===== config.mk =====
export PLATFORM = sky130hd
export DESIGN_NAME = pm32_mac
export DESIGN_NICKNAME = d
export VERILOG_FILES = /design/src/rtl/pm32_mac.sv
export SDC_FILE = /design/constraint.sdc
export NUM_CORES = 1
export LEC_CHECK = 0
export CORE_UTILIZATION = 29
export CTS_CLUSTER_DIAMETER = 200
export DETAILED_ROUTE_END_ITERATION = 10
export GPL_TIMING_DRIVEN = 1
export PLACE_DENSITY = 0.55
export SETUP_SLACK_MARGIN = 0.15
export SLEW_MARGIN = 10
export SYNTH_ARGS = -nofsm -noshare
export SYNTH_HDL_FRONTEND = slang
export SYNTH_SLANG_ARGS = --single-unit

===== constraint.sdc =====
create_clock -name clk -period 3.9 [get_ports clk]
set_input_delay 0.975 -clock clk [delete_from_list [all_inputs] [get_ports clk]]
set_output_delay 0.975 -clock clk [all_outputs]
set_load 0.005 [all_outputs]

===== src/rtl/pm32_mac.sv =====
// pm32_mac: signed multiply-accumulate sequencer wrapped around a serial
// 32x32 multiplier. Takes operand pairs one at a time, issues each to the
// multiplier with a single-cycle start pulse, sign-extends every 64-bit
// product into a wide accumulator, and presents the dot-product (with term
// count and sticky overflow) once the pair tagged last has been folded in.
module pm32_mac #(
   parameter int ACC_W = 72,
   parameter int CNT_W = 8
) (
   input  logic             clk,
   input  logic             rst_n,
   input  logic             in_valid,
   output logic             in_ready,
   input  logic [31:0]      in_a,
   input  logic [31:0]      in_b,
   input  logic             in_last,
   output logic             mul_start,
   output logic [31:0]      mul_mc,
   output logic [31:0]      mul_mp,
   input  logic [63:0]      mul_p,
   input  logic             mul_done,
   output logic             out_valid,
   input  logic             out_ready,
   output logic [ACC_W-1:0] out_acc,
   output logic [CNT_W-1:0] out_count,
   output logic             out_ovf
);

   // Handshakes: a transfer happens on a rising edge where valid and ready are
   // both high. Ready is a registered state decode and never looks at valid;
   // the sender keeps valid and data steady until the transfer edge.
   typedef enum logic [1:0] {
      S_IDLE  = 2'd0,
      S_ISSUE = 2'd1,
      S_WAIT  = 2'd2,
      S_OUT   = 2'd3
   } state_t;

   state_t           state_q, state_d;
   logic [31:0]      a_q, a_d;
   logic [31:0]      b_q, b_d;
   logic             last_q, last_d;
   logic [ACC_W-1:0] acc_q, acc_d;
   logic [CNT_W-1:0] count_q, count_d;
   logic             ovf_q, ovf_d;
   logic             in_ready_q, in_ready_d;
   logic             mul_start_q, mul_start_d;
   logic             out_valid_q, out_valid_d;

   logic             in_fire;
   logic             out_fire;
   logic             done_fire;
   logic [ACC_W-1:0] prod_ext;
   logic [ACC_W-1:0] sum;
   logic             add_ovf;

   // mul_done is only trusted in WAIT: outside it the multiplier may still be
   // holding the previous product with done high.
   assign in_fire   = in_valid & in_ready_q;
   assign out_fire  = out_valid_q & out_ready;
   assign done_fire = (state_q == S_WAIT) & mul_done;

   // Two's-complement add: overflow when both addends share a sign and the
   // wrapped sum does not.
   assign prod_ext = ACC_W'($signed(mul_p));
   assign sum      = acc_q + prod_ext;
   assign add_ovf  = (acc_q[ACC_W-1] == prod_ext[ACC_W-1]) &
                     (sum[ACC_W-1] != acc_q[ACC_W-1]);

   // Next-state, operand capture, accumulation and registered-output decode
   always_comb begin
      state_d  = state_q;
      a_d      = a_q;
      b_d      = b_q;
      last_d   = last_q;
      acc_d    = acc_q;
      count_d  = count_q;
      ovf_d    = ovf_q;
      case (state_q)
         S_IDLE: begin
            if (in_fire) begin
               a_d     = in_a;
               b_d     = in_b;
               last_d  = in_last;
               state_d = S_ISSUE;
            end
         end
         S_ISSUE: begin
            state_d = S_WAIT;
         end
         S_WAIT: begin
            if (done_fire) begin
               acc_d   = sum;
               count_d = (&count_q) ? count_q : count_q + CNT_W'(1);
               ovf_d   = ovf_q | add_ovf;
               state_d = last_q ? S_OUT : S_IDLE;
            end
         end
         S_OUT: begin
            if (out_fire) begin
               acc_d   = '0;
               count_d = '0;
               ovf_d   = 1'b0;
               state_d = S_IDLE;
            end
         end
         default: begin
            state_d = S_IDLE;
         end
      endcase
      in_ready_d  = (state_d == S_IDLE);
      mul_start_d = (state_d == S_ISSUE);
      out_valid_d = (state_d == S_OUT);
   end

   // State, datapath and handshake outputs; reset may arrive in any state
   always_ff @(posedge clk or negedge rst_n) begin
      if (!rst_n) begin
         state_q     <= S_IDLE;
         a_q         <= '0;
         b_q         <= '0;
         last_q      <= 1'b0;
         acc_q       <= '0;
         count_q     <= '0;
         ovf_q       <= 1'b0;
         in_ready_q  <= 1'b1;
         mul_start_q <= 1'b0;
         out_valid_q <= 1'b0;
      end else begin
         state_q     <= state_d;
         a_q         <= a_d;
         b_q         <= b_d;
         last_q      <= last_d;
         acc_q       <= acc_d;
         count_q     <= count_d;
         ovf_q       <= ovf_d;
         in_ready_q  <= in_ready_d;
         mul_start_q <= mul_start_d;
         out_valid_q <= out_valid_d;
      end
   end

   assign in_ready  = in_ready_q;
   assign mul_start = mul_start_q;
   assign out_valid = out_valid_q;
   assign mul_mc    = a_q;
   assign mul_mp    = b_q;
   assign out_acc   = acc_q;
   assign out_count = count_q;
   assign out_ovf   = ovf_q;

endmodule


==> impl_metrics.yaml <==
outcome:
  status: "complete, no violations"
global_route:
  use_met3_pct: 6.90
  grt-ovfl-total: 0
  use_met2_pct: 32.5
  antenna_found_initial: 3
  top_usage_layer: "met2"
  grt_use_met1_pct: 24.5
  grt_max_degree: 70
  grt_usage_pct: 19.8
  grt_pass1_vias: 9956
  grt_pass1_wl_um: 54500
power_and_ir_drop:
  max-vdd-ir-drop_mv: 0.457
  leakagePower_uw: 0.00653
  power_density_mw_per_mm2: 824
  p_seq_share_pct: 24.0
  p_sw_uw: 4900
  combPwrFrac_pct: 61.8
  p_clk_share_pct: 14.2
  netSwitchingFraction_pct: 39.9
  p_int_uw: 7370
critical_path:
  crit_required_ps: 4220
  crit_fanout: 5
  start_kind: "input pin"
  worstPathArrival_ps: 3930
  critPathKind: "input pin to flip-flop"
  cp-end-kind: "flip-flop"
final_layout:
  layout-drive-gt1-share_pct: 18.7
  fin_nets: 1687
  fillers: 3295
  instances_no_fill: 1942
  fin_area_mm2: 0.0149
  syn2layout_area_growth_pct: 49.9
logic_synthesis:
  ys_seq_area_share_pct: 38.1
  yosysWarnings: 0
  netlist_top_cells_area: "dfrtp_1 38%, ha_1 9.1%, mux2_2 7.5%"
  synth_commonest_cells: "150 x dfrtp_1, 129 x nand2_1, 107 x o21ai_0"
  synth_nets: 1288
  syn-cell-area_mm2: 0.00992
  synth_most_common_cell: "dfrtp_1"
  async_flop_share_pct: 100
  synth_edf_count: 0
  postSynthCellCount: 1081
  synth_area_per_cell_um2: 9.18
  synth_top_area_cell: "dfrtp_1"
  synth.distinct_cells: 74
  synth_top_area_share_pct: 37.8
  synthFlopType: "dfrtp_1"
  synth-seq-cells: 151
placement:
  place_hpwl_um: 26500
  dp_cells: 1909
  placed_area_mm2: 0.0143
  gp_congestion: 0.915
  io_buffers: 281
clock_network:
  tritoncts: "built"
  cts_root_buf: "clkbuf_16"
  numClockSinks: 151
  insertion_delay_ps: 440
  cts_max_path_buffers: 2
  clkSlewWorstSetupHoldPaths_ps: 70
  cts_hold_buf: 0
  h-tree-depth: 4
  numCtsBuffers: 17
sta:
  fmax_ghz: 0.277
  finClkSkew_ps: 9.11
  finalCritPeriodShare_pct: 92.6
  setup_viol_count_final: 0
  fin_crit_ps: 3610
  maxSlewViolCount: 0
  relSlewSlack_pct: 43.6
  worstMarginPinSlew_ps: 846
  hold_violations: 0
  rsz0062_at_grt: "yes"
floorplanning:
  io_pins: 282
  die_h_um: 187
  core-area_mm2: 0.0336
  start_util_pct: 29.5
  die_w_um: 187
  row_count: 67
  die_area_mm2: 0.0350
route:
  vias_per_cell: 4.96
  routedWlPerCell_um: 17.6
  routed_wl_um: 34200
  drt-pass1-iter-count: 8
  drc: 0
  vias: 9632
  drt_iter0_drc: 510
  ant_nets: 0
worst_hold_path:
  hold_path.class: "input pin to asynchronous set/reset pin"
run:
  cap_violations: 0
[layer usage]
metal  vias to the layer above  wire length (µm)
met4                         2               618
met3                        31              2570
met5                         -                12
met1                      4587             15100
met2                       272             15900
li1                       4740                 -
[kinds of logic after synthesis]
logic type	after synthesis	synth area share, %
AND/OR/NAND/NOR	303	14.5
XOR/XNOR	68	6.00
adder cells (fa/ha/maj)	73	9.28
multiplexers	69	7.79
buffers and inverters	73	2.90
flip-flops	151	38.1
AO/OA/AOI/OAI	344	21.4
[critical path, cell delays in order]
cell and delay [ps]:
clkdlybuf4s50_1 410, ha_1 310, buf_4 160, a21o_1 170, a31o_2 240, a21oi_1 200, o311ai_1 140, nor3_1 260
buf_4 190, o31ai_2 60, buf_4 160, a21oi_2 240, o21bai_1 140, xnor2_1 180, o21ai_1 80
[final cells by class]
type | instances | area [µm²] | area share, %
Clock buffer | 21 | 460 | 3.09
Sequential cell | 151 | 3780 | 25.4
Tap cell | 448 | 561 | 3.77
Timing Repair Buffer | 427 | 3950 | 26.5
Antenna cell | 1 | 2.50 | 0.0168
Inverter | 26 | 97.6 | 0.656
Multi-Input combinational cell | 857 | 5890 | 39.6
Clock inverter | 11 | 138 | 0.925
[layout by cell type, fill, tap and decap left out, drive strengths merged, types with 5 or more instances in the layout]
cell and instances:
a211oi 5, a21o 33, a21oi 98, a22o 6, a31oi 14, and3 10
buf 147, clkbuf 21, clkdlybuf4s50 280, dfrtp 150, ha 72, inv 31
mux2 66, nand2 132, nand2b 8, nand3 21, nand4 28, nor2 57
nor3 15, o21a 6, o21ai 118, o21bai 18, o31ai 6, or3 7
xnor2 36, xor2 32
[path summary, 6_finish.rpt]
kind                                           end               startpoint  depth (start not counted)  slack, ps
max in group asynchronous   mul_mc[22]$_DFFE_PN0P_                    rst_n                          2       2420
setup / recovery           out_acc[65]$_DFFE_PN0P_                mul_p[18]                         15        290
hold reg to reg              mul_mc[8]$_DFFE_PN0P_    mul_mc[8]$_DFFE_PN0P_                          1        510
min in group clk             mul_mc[8]$_DFFE_PN0P_    mul_mc[8]$_DFFE_PN0P_                          1        510
setup reg to reg           out_acc[71]$_DFFE_PN0P_  out_acc[30]$_DFFE_PN0P_                         13        820
hold / removal             out_acc[53]$_DFFE_PN0P_                    rst_n                          1        370
[sequential cells by signal, indices dropped and copies added, names as in the netlist]
| name | count |
|---|---|
| out_valid | 1 |
| mul_start | 1 |
| in_ready | 1 |
| out_acc | 72 |
| out_count | 8 |
| out_ovf | 1 |
| state_q | 2 |
| last_q | 1 |
| mul_mc | 32 |
| mul_mp | 32 |
[power groups by stage]
stage	sequential, µW	combinational (µW)	clock (µW)
after floorplan	2870	3880	0
after global placement	2950	7520	0
after detailed placement	2970	7540	0
after CTS	2970	7590	1800
after global routing	3060	8330	1850
final	2950	7580	1740
[stage by stage]
step	utilization [%]	setup TNS [ps]	hold WS (ps)	power (µW)	worst slack [ps]
6_report	44.3	0	367	12300	290
5_1_grt	44.3	0	356	13200	74.4
4_1_cts	44.2	0	351	12400	231
3_5_place_dp	42.4	-4010	495	10500	-240
3_3_place_gp	42.4	-3150	489	10500	-222
2_1_floorplan	-	0	486	6740	474
[what timing repair did]
item,in CTS,in global routing
setup buffers,0,0
endpoints found under the setup margin,0,16
resized for setup,0,8
endpoints found under the hold margin,0,0
No activity file was read; power rests on OpenSTA's default activity.
